**config.mk**
```make
export PLATFORM = sky130hd
export DESIGN_NAME = serial_adder
export DESIGN_NICKNAME = d
export VERILOG_FILES = /design/src/rtl/serial_adder.sv
export SDC_FILE = /design/constraint.sdc
export NUM_CORES = 1
export LEC_CHECK = 0
export CORE_MARGIN = 4
export CORE_UTILIZATION = 45
export CTS_BUF_LIST = sky130_fd_sc_hd__clkbuf_4
export CTS_CLUSTER_SIZE = 30
export DETAILED_ROUTE_END_ITERATION = 10
export PLACE_DENSITY = 0.71
export SLEW_MARGIN = 20
export SYNTH_ARGS = -nofsm -noshare
export SYNTH_HDL_FRONTEND = slang
export SYNTH_SLANG_ARGS = --single-unit
```
**constraint.sdc**
```tcl
create_clock -name clk -period 2.6 [get_ports clk]
set_input_delay 0.52 -clock clk [delete_from_list [all_inputs] [get_ports clk]]
set_output_delay 0.52 -clock clk [all_outputs]
set_load 0.005 [all_outputs]
```
**src/rtl/serial_adder.sv**
```systemverilog
// Bit-serial adder: accepts a/b/cin, adds one bit per cycle LSB first,
// then holds {cout,sum} until the consumer takes it.
module serial_adder #(
  parameter int WIDTH = 8
) (
  input  logic             clk,
  input  logic             rst,
  input  logic             in_valid,
  output logic             in_ready,
  input  logic [WIDTH-1:0] a,
  input  logic [WIDTH-1:0] b,
  input  logic             cin,
  output logic             out_valid,
  input  logic             out_ready,
  output logic [WIDTH-1:0] sum,
  output logic             cout,
  output logic             busy
);

  localparam int CW = (WIDTH > 2) ? $clog2(WIDTH) : 1;
  localparam logic [CW-1:0] LAST = CW'(WIDTH - 1);

  typedef enum logic [1:0] {
    IDLE = 2'd0,
    ADD  = 2'd1,
    HOLD = 2'd2
  } state_e;

  state_e          state_q, state_d;
  logic [WIDTH-1:0] a_sr_q, a_sr_d;
  logic [WIDTH-1:0] b_sr_q, b_sr_d;
  logic [WIDTH-1:0] res_q, res_d;
  logic [WIDTH-1:0] sum_q, sum_d;
  logic [CW-1:0]    cnt_q, cnt_d;
  logic             c_q, c_d;
  logic             cout_q, cout_d;
  logic             out_valid_q, out_valid_d;
  logic             busy_q, busy_d;

  logic             bit_s;
  logic             bit_c;
  logic [WIDTH-1:0] res_shift;

  // Full-adder slice on the current LSBs and the running carry.
  always_comb begin
    bit_s     = a_sr_q[0] ^ b_sr_q[0] ^ c_q;
    bit_c     = (a_sr_q[0] & b_sr_q[0]) |
                (c_q & (a_sr_q[0] ^ b_sr_q[0]));
    res_shift = {bit_s, res_q[WIDTH-1:1]};
  end

  // Next-state and datapath control for IDLE/ADD/HOLD.
  always_comb begin
    state_d     = state_q;
    a_sr_d      = a_sr_q;
    b_sr_d      = b_sr_q;
    res_d       = res_q;
    sum_d       = sum_q;
    cnt_d       = cnt_q;
    c_d         = c_q;
    cout_d      = cout_q;
    out_valid_d = out_valid_q;
    busy_d      = busy_q;
    unique case (state_q)
      IDLE: begin
        if (in_valid) begin
          a_sr_d  = a;
          b_sr_d  = b;
          c_d     = cin;
          cnt_d   = '0;
          state_d = ADD;
          busy_d  = 1'b1;
        end
      end
      ADD: begin
        c_d    = bit_c;
        res_d  = res_shift;
        a_sr_d = {1'b0, a_sr_q[WIDTH-1:1]};
        b_sr_d = {1'b0, b_sr_q[WIDTH-1:1]};
        cnt_d  = cnt_q + 1'b1;
        if (cnt_q == LAST) begin
          state_d     = HOLD;
          sum_d       = res_shift;
          cout_d      = bit_c;
          out_valid_d = 1'b1;
          busy_d      = 1'b0;
          cnt_d       = '0;
        end
      end
      HOLD: begin
        if (out_ready) begin
          state_d     = IDLE;
          out_valid_d = 1'b0;
        end
      end
      default: begin
        state_d     = IDLE;
        out_valid_d = 1'b0;
        busy_d      = 1'b0;
      end
    endcase
  end

  // State and datapath registers; reset wins over any handshake.
  always_ff @(posedge clk) begin
    if (rst) begin
      state_q     <= IDLE;
      a_sr_q      <= '0;
      b_sr_q      <= '0;
      res_q       <= '0;
      sum_q       <= '0;
      cnt_q       <= '0;
      c_q         <= 1'b0;
      cout_q      <= 1'b0;
      out_valid_q <= 1'b0;
      busy_q      <= 1'b0;
    end else begin
      state_q     <= state_d;
      a_sr_q      <= a_sr_d;
      b_sr_q      <= b_sr_d;
      res_q       <= res_d;
      sum_q       <= sum_d;
      cnt_q       <= cnt_d;
      c_q         <= c_d;
      cout_q      <= cout_d;
      out_valid_q <= out_valid_d;
      busy_q      <= busy_d;
    end
  end

  // Ready depends only on state and reset, never on in_valid.
  always_comb begin
    in_ready  = (state_q == IDLE) && !rst;
    out_valid = out_valid_q;
    sum       = sum_q;
    cout      = cout_q;
    busy      = busy_q;
  end

endmodule

```
==> impl_metrics.csv, run 1 <==
group,metric,value,unit
grt,grtUsageTotal,15.8,%
detailed_routing,drcViolationCount,0,
yosys,yosysUniqueCellTypes,27,
cells_and_area,seqCellArea,801,um^2
detailed_routing,drtPass1Iterations,4,
yosys,yosys-top-cells-count,"nor2_1 (49), dfxtp_1 (40), nand2_1 (24), a21oi_1 (19), nor4_1 (12)",
cells_and_area,drive_above_1_share,5.83,%
yosys,synth_edf_count,0,
cells_and_area,nNetsFinal,246,
grt,grt-ovfl-total,0,
yosys,synth_area_leaders,"dfxtp_1 (49%), nor2_1 (11%), a21oi_1 (5.8%)",
cells_and_area,syn2layout_area_growth,22.9,%
cells_and_area,n_fill_cell,311,
yosys,syn_nets,220,
clock_network,post_cts_resized,0,
yosys,synth-seq-cells,40,
detailed_routing,vias_per_cell,5.21,
yosys,post-synth-top-count-cell,"nor2_1",
timing,drv_slew,0,
cells_and_area,multi_input_area,731,um^2
yosys,synth_top_family_by_area,"simple AND/OR/NAND/NOR gates",
detailed_routing,wl,3.27,mm
timing,tightest_slew,0.785,ns
clock_network,cts_root_buffer,"clkbuf_4",
outcome,status,"complete, no violations",
die,row_count,21,
yosys,async_flop_share,0,%
clock_network,cts_setup_buffers,0,
grt,grt_max_degree,41,
pwr,power_density,610,nW/um^2
cells_and_area,post-route-util,58.7,%
timing,rsz0062_at_grt,"no",
yosys,yosysTopAreaCellShare,49.1,%
die,fp.dieW,68.2,um
yosys,synth-seq-area-share,49.1,%
placement,globalplace.congestion,0.701,
yosys,synth-compound-area-share,11.6,%
placement,post-dp-hpwl,2.22,mm
timing,tns,0,ns
detailed_routing,wl_per_cell,12.2,um
timing,post-route-period-util,83.3,%
worst_setup_path,startpoint_type,"input port",
timing,hold_violations,0,
detailed_routing,drt-initial-drc-count,98,
pwr,ir_drop,0.000385,V
grt,grt_pass1_wl,5.47,mm
die,start_util,47.8,%
die,core_region_area,3420,um^2
clock_network,clk_pin_slew,0.11,ns
timing,setup_violations,0,
yosys,avgSynthCellArea,8.32,um^2
yosys,yosys_warnings,0,
clock_network,clock_latency,0.34,ns
yosys,synth_fa_ha_area_share,2.76,%
worst_hold_path,hold_path.class,"flip-flop to flip-flop",
clock_network,clock_sinks,40,
cells_and_area,n_antenna_cell,0,
grt,antenna_found_initial,0,
yosys,synth_xor_area_share,0,%
clock_network,cts-hold-fix-buffers,0,
die,die_area,4650,um^2
yosys,synth_ff_type,"dfxtp_1",
yosys,syn_area,1630,um^2
worst_setup_path,crit_arrival,1.65,ns
die,io_pins,33,
timing,finalClockSkew,0.00562,ns
clock_network,cts_tree,"built",
grt,grt_pass1_vias,1297,
worst_setup_path,cp-end-kind,"output pin",
timing,final.min_clock_period,2.17,ns
job,drv_cap,0,
yosys,yosys.area_share.simple,29.2,%
detailed_routing,vias,1401,
yosys,synth_mux_area_share,1.23,%
yosys,netlist_instances,196,
clock_network,cts_max_path_buffers,2,
die,die_y,68.2,um
pwr,p_leak,0.761,nW
placement,portBuffers,32,
worst_setup_path,crit_type,"input port to output pin",
worst_setup_path,worst-path-max-fanout,2,
worst_setup_path,required,2.08,ns
clock_network,htree_levels,2,
detailed_routing,ant_nets,0,
yosys,yosys.area.top_type,"dfxtp_1",
clock_network,cts_buffers,5,
timing,fmax,461,MHz
timing,maxSlewHeadroom,47.6,%
per-layer routing:
layer | track usage (%) | vias up | part of all wire, %
met5 | 0 | - | 0
met4 | 6.70 | 0 | 1.8
met3 | 3.94 | 7 | 4.6
met2 | 26.1 | 36 | 48
met1 | 19.4 | 641 | 46
li1 | - | 717 | -
cells by family (layout without fill, tap and decap cells):
group | after synthesis | after routing
multiplexers | 2 | 2
AO/OA/AOI/OAI | 31 | 31
flip-flops | 40 | 40
AND/OR/NAND/NOR | 105 | 105
adder cells (fa/ha/maj) | 3 | 3
buffers and inverters | 15 | 42
registers in the layout, indices dropped and copies added, names as in the netlist:
name,cells
a_sr_q,8
b_sr_q,8
busy,1
c_q,1
cnt_q,3
cout,1
out_valid,1
res_q,7
state_q,2
sum,8
worst paths after layout:
check             depth (start not counted)  slack (ns)  endpoint     start
hold / removal                            2        0.46    sum[3]    sum[3]
setup reg to reg                          5        0.86      cout  cnt_q[0]
setup / recovery                          3        0.43  in_ready       rst
hold reg to reg                           2        0.46    sum[3]    sum[3]
worst max-delay path, stage by stage:
cell and delay (ns):
clkdlybuf4s50_1 0.43, nor3_1 0.16, clkdlybuf4s50_1 0.54
area by class of cell:
class	instances	area share, %
Clock inverter	2	1.75
Multi-Input combinational cell	141	36.5
Tap cell	46	2.87
Clock buffer	6	2.25
Timing Repair Buffer	34	16.7
Sequential cell	40	40.0
per-stage QoR:
stage               power (W)  hold WS (ns)  area [um^2]  setup slack, ns  instances
floorplan            0.000780         0.437         1630             1.05        196
global placement     0.000822         0.443         1920            0.434        261
detailed placement   0.000827         0.447         1920            0.437        261
CTS                   0.00124         0.464         2000            0.437        269
global route          0.00128         0.491         2000            0.370        269
finish                0.00122         0.463         2000            0.433        269
cells in the final DEF, fill, tap and decap left out:
cell type	count
nor3_1	1
clkdlybuf4s50_1	32
nand2b_1	4
mux2i_1	2
or3b_4	1
dfxtp_1	40
nand2_1	24
bufinv_16	1
a2bb2oi_1	1
clkbuf_4	6
a22oi_1	5
o21bai_1	1
nand3_1	9
ha_1	2
o21ba_2	1
nor3b_1	1
buf_4	2
nor4_1	12
fa_1	1
a211oi_1	3
nor4_2	1
or2b_1	1
clkinv_2	1
a21o_1	1
nand3b_1	1
nor2_1	49
nor2b_1	1
a21oi_1	19
where the power goes:
part / internal, W / total, W / switching (W)
logic: 0.0000723 / 0.000146 / 0.0000739
clock network: 0.000212 / 0.000409 / 0.000197
registers: 0.000644 / 0.000667 / 0.0000228
total: 0.000929 / 0.00122 / 0.000293
(Power assumes the default switching activity.)
==> run 2: changes to the inputs <==
==> constraint.sdc (replaced) <==
create_clock -name clk -period 2.02 [get_ports clk]
set_input_delay 0.404 -clock clk [delete_from_list [all_inputs] [get_ports clk]]
set_output_delay 0.404 -clock clk [all_outputs]
set_load 0.005 [all_outputs]
==> impl_metrics.csv, run 2 (synthesis results as in run 1) <==
group,metric,value,unit
cells_and_area,seqCellArea,801,um^2
timing,post-route-period-util,94.2,%
worst_setup_path,r2r-start,"state_q[0]",
clock_network,cts_buffers,5,
cells_and_area,final_cell_area,2040,um^2
clock_network,cts_setup_buffers,0,
pwr,power_density,773,nW/um^2
detailed_routing,wl_met3,178,um
cells_and_area,mostFrequentLayoutCells,"nor2_1 (49), dfxtp_1 (40), clkdlybuf4s50_1 (32)",
worst_setup_path,regToRegSetupSlack,0.52,ns
worst_setup_path,cp-end-kind,"output pin",
worst_setup_path,crit_arrival,1.50,ns
clock_network,cts_max_path_buffers,2,
clock_network,cts_root_buffer,"clkbuf_4",
placement,post-dp-hpwl,2.36,mm
cells_and_area,drive_above_1_share,7.93,%
die,die_y,68.2,um
pwr,p_leak,0.784,nW
detailed_routing,wl,3.33,mm
grt,grtUsageTotal,15.9,%
timing,tightest_slew,0.560,ns
grt,grt_pass1_vias,1278,
cells_and_area,syn2layout_area_growth,25.0,%
detailed_routing,ant_nets,0,
worst_setup_path,cp_common_cell,"clkdlybuf4s50_1",
timing,drv_slew,0,
detailed_routing,top_layer,"met4",
timing,hold_violations,0,
placement,portBuffers,32,
grt,grt-ovfl-total,0,
cells_and_area,n_antenna_cell,0,
detailed_routing,wl_per_cell,12.2,um
clock_network,htree_levels,2,
die,start_util,47.8,%
clock_network,clk_pin_slew,0.11,ns
pwr,ir_drop,0.000445,V
detailed_routing,drt-initial-drc-count,74,
worst_setup_path,reg2regPathDepth,5,
timing,finalClockSkew,0.00322,ns
worst_setup_path,crit_path_start,"rst",
worst_setup_path,slowest_delay,0.52,ns
grt,grt_max_degree,41,
die,die_area,4650,um^2
placement,placed_area,1950,um^2
worst_setup_path,critical_path.top_delay_family,"buffers and inverters",
timing,fmax,525,MHz
cells_and_area,multi_input_area,736,um^2
detailed_routing,dr_wl_met2,1.53,mm
worst_setup_path,crit_type,"input port to output pin",
placement,globalplace.congestion,0.722,
detailed_routing,vias_per_cell,5.16,
worst_setup_path,worst-path-max-fanout,2,
outcome,status,"complete, no violations",
timing,maxSlewHeadroom,62.7,%
worst_hold_path,hold_path.class,"flip-flop to flip-flop",
clock_network,post_cts_resized,0,
worst_setup_path,cp_slowest_cell,"clkdlybuf4s50_1",
die,io_pins,33,
die,core_region_area,3420,um^2
detailed_routing,drcViolationCount,0,
cells_and_area,nNetsFinal,250,
timing,setup_violations,0,
worst_setup_path,cp-endpoint,"in_ready",
clock_network,clock_latency,0.34,ns
clock_network,cts_tree,"built",
worst_setup_path,startpoint_type,"input port",
clock_network,cts-hold-fix-buffers,0,
cells_and_area,final_common_cell,"nor2_1",
grt,antenna_found_initial,0,
clock_network,clock_sinks,40,
worst_setup_path,cp_num_cells,3,
worst_setup_path,path_cells,"clkdlybuf4s50_1 > nor3_2 > clkdlybuf4s50_1",
detailed_routing,vias,1410,
timing,tns,0,ns
detailed_routing,drtPass1Iterations,4,
cells_and_area,n_fill_cell,319,
die,fp.dieW,68.2,um
timing,final.min_clock_period,1.90,ns
worst_setup_path,path_buf_inv,2,
timing,rsz0062_at_grt,"no",
worst_setup_path,required,1.62,ns
worst_setup_path,r2r-end,"res_q[5]",
detailed_routing,met1_length,1.56,mm
grt,grt_pass1_wl,5.53,mm
die,row_count,21,
job,drv_cap,0,
## run 2: final cells by class
class	instances	area share, %
multi-input combinational	141	36.1
tap	46	2.82
timing repair buffer	38	17.9
clock inverter	2	1.72
sequential	40	39.3
clock buffer	6	2.21
## run 2: metal layers
| metal | global-route usage [%] | up-vias |
|---|---|---|
| li1 | - | 724 |
| met4 | 7.44 | 0 |
| met3 | 3.94 | 5 |
| met2 | 26.4 | 31 |
| met5 | 0 | - |
| met1 | 19.2 | 650 |
## run 2: power by group
part	total [W]	internal (W)	leakage (nW)	switching (W)
sequential	0.000854	0.000829	0.327	0.0000245
combinational	0.000198	0.0000968	0.411	0.000101
clock	0.000525	0.000273	0.0456	0.000252
total	0.00158	0.00120	0.784	0.000377
## run 2: worst reg2reg max path, stage by stage, from the launching register on
cell	delay, ns
dfxtp_1	0.43
buf_4	0.21
nand2b_1	0.32
buf_4	0.29
nand2_1	0.07
a21oi_1	0.06
## run 2: stage by stage
step / util, % / hold slack, ns / std cells / power, W / worst slack (ns)
2_1_floorplan: - / 0.437 / 196 / 0.00100 / 0.701
3_3_place_gp: 57.2 / 0.443 / 265 / 0.00106 / 0.0993
3_5_place_dp: 57.2 / 0.451 / 265 / 0.00107 / 0.0728
4_1_cts: 59.6 / 0.467 / 273 / 0.00159 / 0.0728
5_1_grt: 59.7 / 0.492 / 273 / 0.00164 / 0.0758
6_report: 59.7 / 0.462 / 273 / 0.00158 / 0.117
## run 2: how the worst min path moves through the flow
stage / startpoint / to / depth (start not counted)
3_3_place_gp: res_q[1] / res_q[1] / 2
5_1_grt: sum[1] / sum[1] / 2
4_1_cts: sum[3] / sum[3] / 2
3_5_place_dp: sum[3] / sum[3] / 2
2_1_floorplan: res_q[1] / res_q[1] / 2
6_report: sum[3] / sum[3] / 2
==> run 3: changes to the inputs <==
--- a/config.mk
+++ b/config.mk
@@ -5,12 +5,14 @@
 export SDC_FILE = /design/constraint.sdc
 export NUM_CORES = 1
 export LEC_CHECK = 0
+export CAP_MARGIN = 10
 export CORE_MARGIN = 4
-export CORE_UTILIZATION = 45
+export CORE_UTILIZATION = 52
 export CTS_BUF_LIST = sky130_fd_sc_hd__clkbuf_4
 export CTS_CLUSTER_SIZE = 30
 export DETAILED_ROUTE_END_ITERATION = 10
-export PLACE_DENSITY = 0.71
+export GPL_TIMING_DRIVEN = 0
+export PLACE_DENSITY = 0.81
 export SLEW_MARGIN = 20
 export SYNTH_ARGS = -nofsm -noshare
 export SYNTH_HDL_FRONTEND = slang
==> impl_metrics.csv, run 3 (synthesis results as in run 1) <==
group,metric,value,unit
pwr,power.switching,0.000390,W
grt,grtUsageTotal,18.2,%
pwr,p_leak,0.824,nW
timing,post-route-period-util,87.5,%
placement,portBuffers,31,
worst_setup_path,required,1.62,ns
detailed_routing,wl_per_cell,11.9,um
cells_and_area,nNetsFinal,258,
worst_setup_path,worst-path-max-fanout,10,
timing,rsz0062_at_grt,"no",
worst_setup_path,crit_arrival,1.36,ns
timing,worst_hold_slack,0.386,ns
worst_setup_path,startpoint_type,"input port",
cells_and_area,final_common_cell,"nor2_1",
clock_network,cts_root_buffer,"clkbuf_4",
pwr,switching_share,21.2,%
clock_network,clock_sinks,40,
cells_and_area,final_cells,279,
detailed_routing,drcViolationCount,0,
worst_hold_path,hold_path.class,"input port to flip-flop",
placement,globalplace.congestion,0.812,
grt,grt_pass1_vias,1371,
pwr,power_density,865,nW/um^2
clock_network,cts_tree,"built",
pwr,ir_drop,0.000572,V
die,fp.dieW,64.0,um
worst_setup_path,crit_type,"input port to output pin",
die,die_y,64.0,um
timing,drv_slew,0,
clock_network,htree_levels,2,
timing,maxSlewHeadroom,69.2,%
clock_network,cts_setup_buffers,0,
detailed_routing,vias,1425,
grt,grt-ovfl-total,0,
cells_and_area,syn2layout_area_growth,30.1,%
timing,final.min_clock_period,1.77,ns
outcome,status,"complete, no violations",
pwr,internal-power,0.00145,W
pwr,clkPwrFrac,41.9,%
timing,finalClockSkew,0.00732,ns
cells_and_area,mostFrequentLayoutCells,"nor2_1 (49), dfxtp_1 (40), clkdlybuf4s50_1 (30)",
detailed_routing,drtPass1Iterations,4,
timing,setup_violations,0,
timing,fmax,566,MHz
worst_setup_path,path_cells,"clkbuf_1 > clkbuf_1 > nor3_1 > dlygate4sd2_1",
clock_network,cts_max_path_buffers,2,
placement,dp.cells,271,
grt,grt_pass1_wl,5.95,mm
job,drv_cap,0,
grt,antenna_found_initial,0,
timing,tightest_slew,0.463,ns
clock_network,clock_latency,0.34,ns
die,die_area,4100,um^2
die,io_pins,33,
clock_network,cts-hold-fix-buffers,0,
worst_setup_path,cp_slowest_cell,"clkbuf_1",
die,core_region_area,3030,um^2
detailed_routing,wl,3.32,mm
die,row_count,20,
worst_setup_path,cp_common_cell,"clkbuf_1",
timing,hold_violations,0,
clock_network,post_cts_resized,1,
worst_setup_path,cp-end-kind,"output pin",
clock_network,cts_buffers,5,
detailed_routing,ant_nets,0,
pwr,sequentialPowerShare,46.6,%
clock_network,clk_pin_slew,0.12,ns
pwr,combPwrFrac,11.5,%
worst_setup_path,slowest_delay,0.40,ns
placement,post-dp-hpwl,2.39,mm
grt,grt_max_degree,14,
timing,tns,0,ns
detailed_routing,vias_per_cell,5.11,
cells_and_area,n_antenna_cell,0,
die,start_util,53.9,%
cells_and_area,drive_above_1_share,8.51,%
detailed_routing,drt-initial-drc-count,109,
==> run 3: area by class of cell <==
| class | count | area (um^2) |
|---|---|---|
| Timing Repair Buffer | 31 | 309 |
| Clock buffer | 5 | 37.5 |
| Sequential cell | 40 | 801 |
| Clock inverter | 3 | 90.1 |
| Multi-Input combinational cell | 141 | 731 |
| Fill cell | 254 | 905 |
| Buffer | 15 | 100 |
| Tap cell | 44 | 55.1 |
==> run 3: worst max-delay path, delay by kind of cell <==
kind,cells,cell delay (ns)
simple gates,1,0.09
buf+inv,3,0.87
==> run 3: routing by layer <==
metal | wire length (um) | global-route usage [%] | part of all wire [%] | vias to the layer above
met1 | 1560 | 23.5 | 47 | 645
met3 | 172 | 4.22 | 5.2 | 5
li1 | - | - | - | 738
met4 | 53 | 7.28 | 1.6 | 0
met2 | 1540 | 29.3 | 46 | 37
met5 | 0 | 0 | 0 | -
==> run 3: power by group through the flow <==
stage	Clock, W	Sequential, W	Combinational [W]
after floorplan	0	0.000866	0.000138
after global routing	0.000817	0.000861	0.000236
final	0.000770	0.000855	0.000211
after detailed placement	0	0.000872	0.000212
after global placement	0	0.000871	0.000209
after CTS	0.000779	0.000855	0.000212
==> run 3: through the flow <==
step	area [um^2]	total power (W)	util, %	setup WS (ns)
after global routing	2120	0.00191	70.1	0.173
after detailed placement	2000	0.00108	66.0	0.0973
after global placement	2000	0.00108	66.0	0.0699
final	2120	0.00184	70.1	0.252
after CTS	2120	0.00185	70.1	0.256
after floorplan	1630	0.00100	-	0.701
==> run 3: worst paths after layout <==
kind,from,endpoint,slack [ns],cells past startpoint
max,rst,in_ready,0.25,4
min,rst,b_sr_q[5],0.39,2
max reg2reg,cnt_q[0],cnt_q[0],0.47,6
min reg2reg,sum[1],sum[1],0.46,2
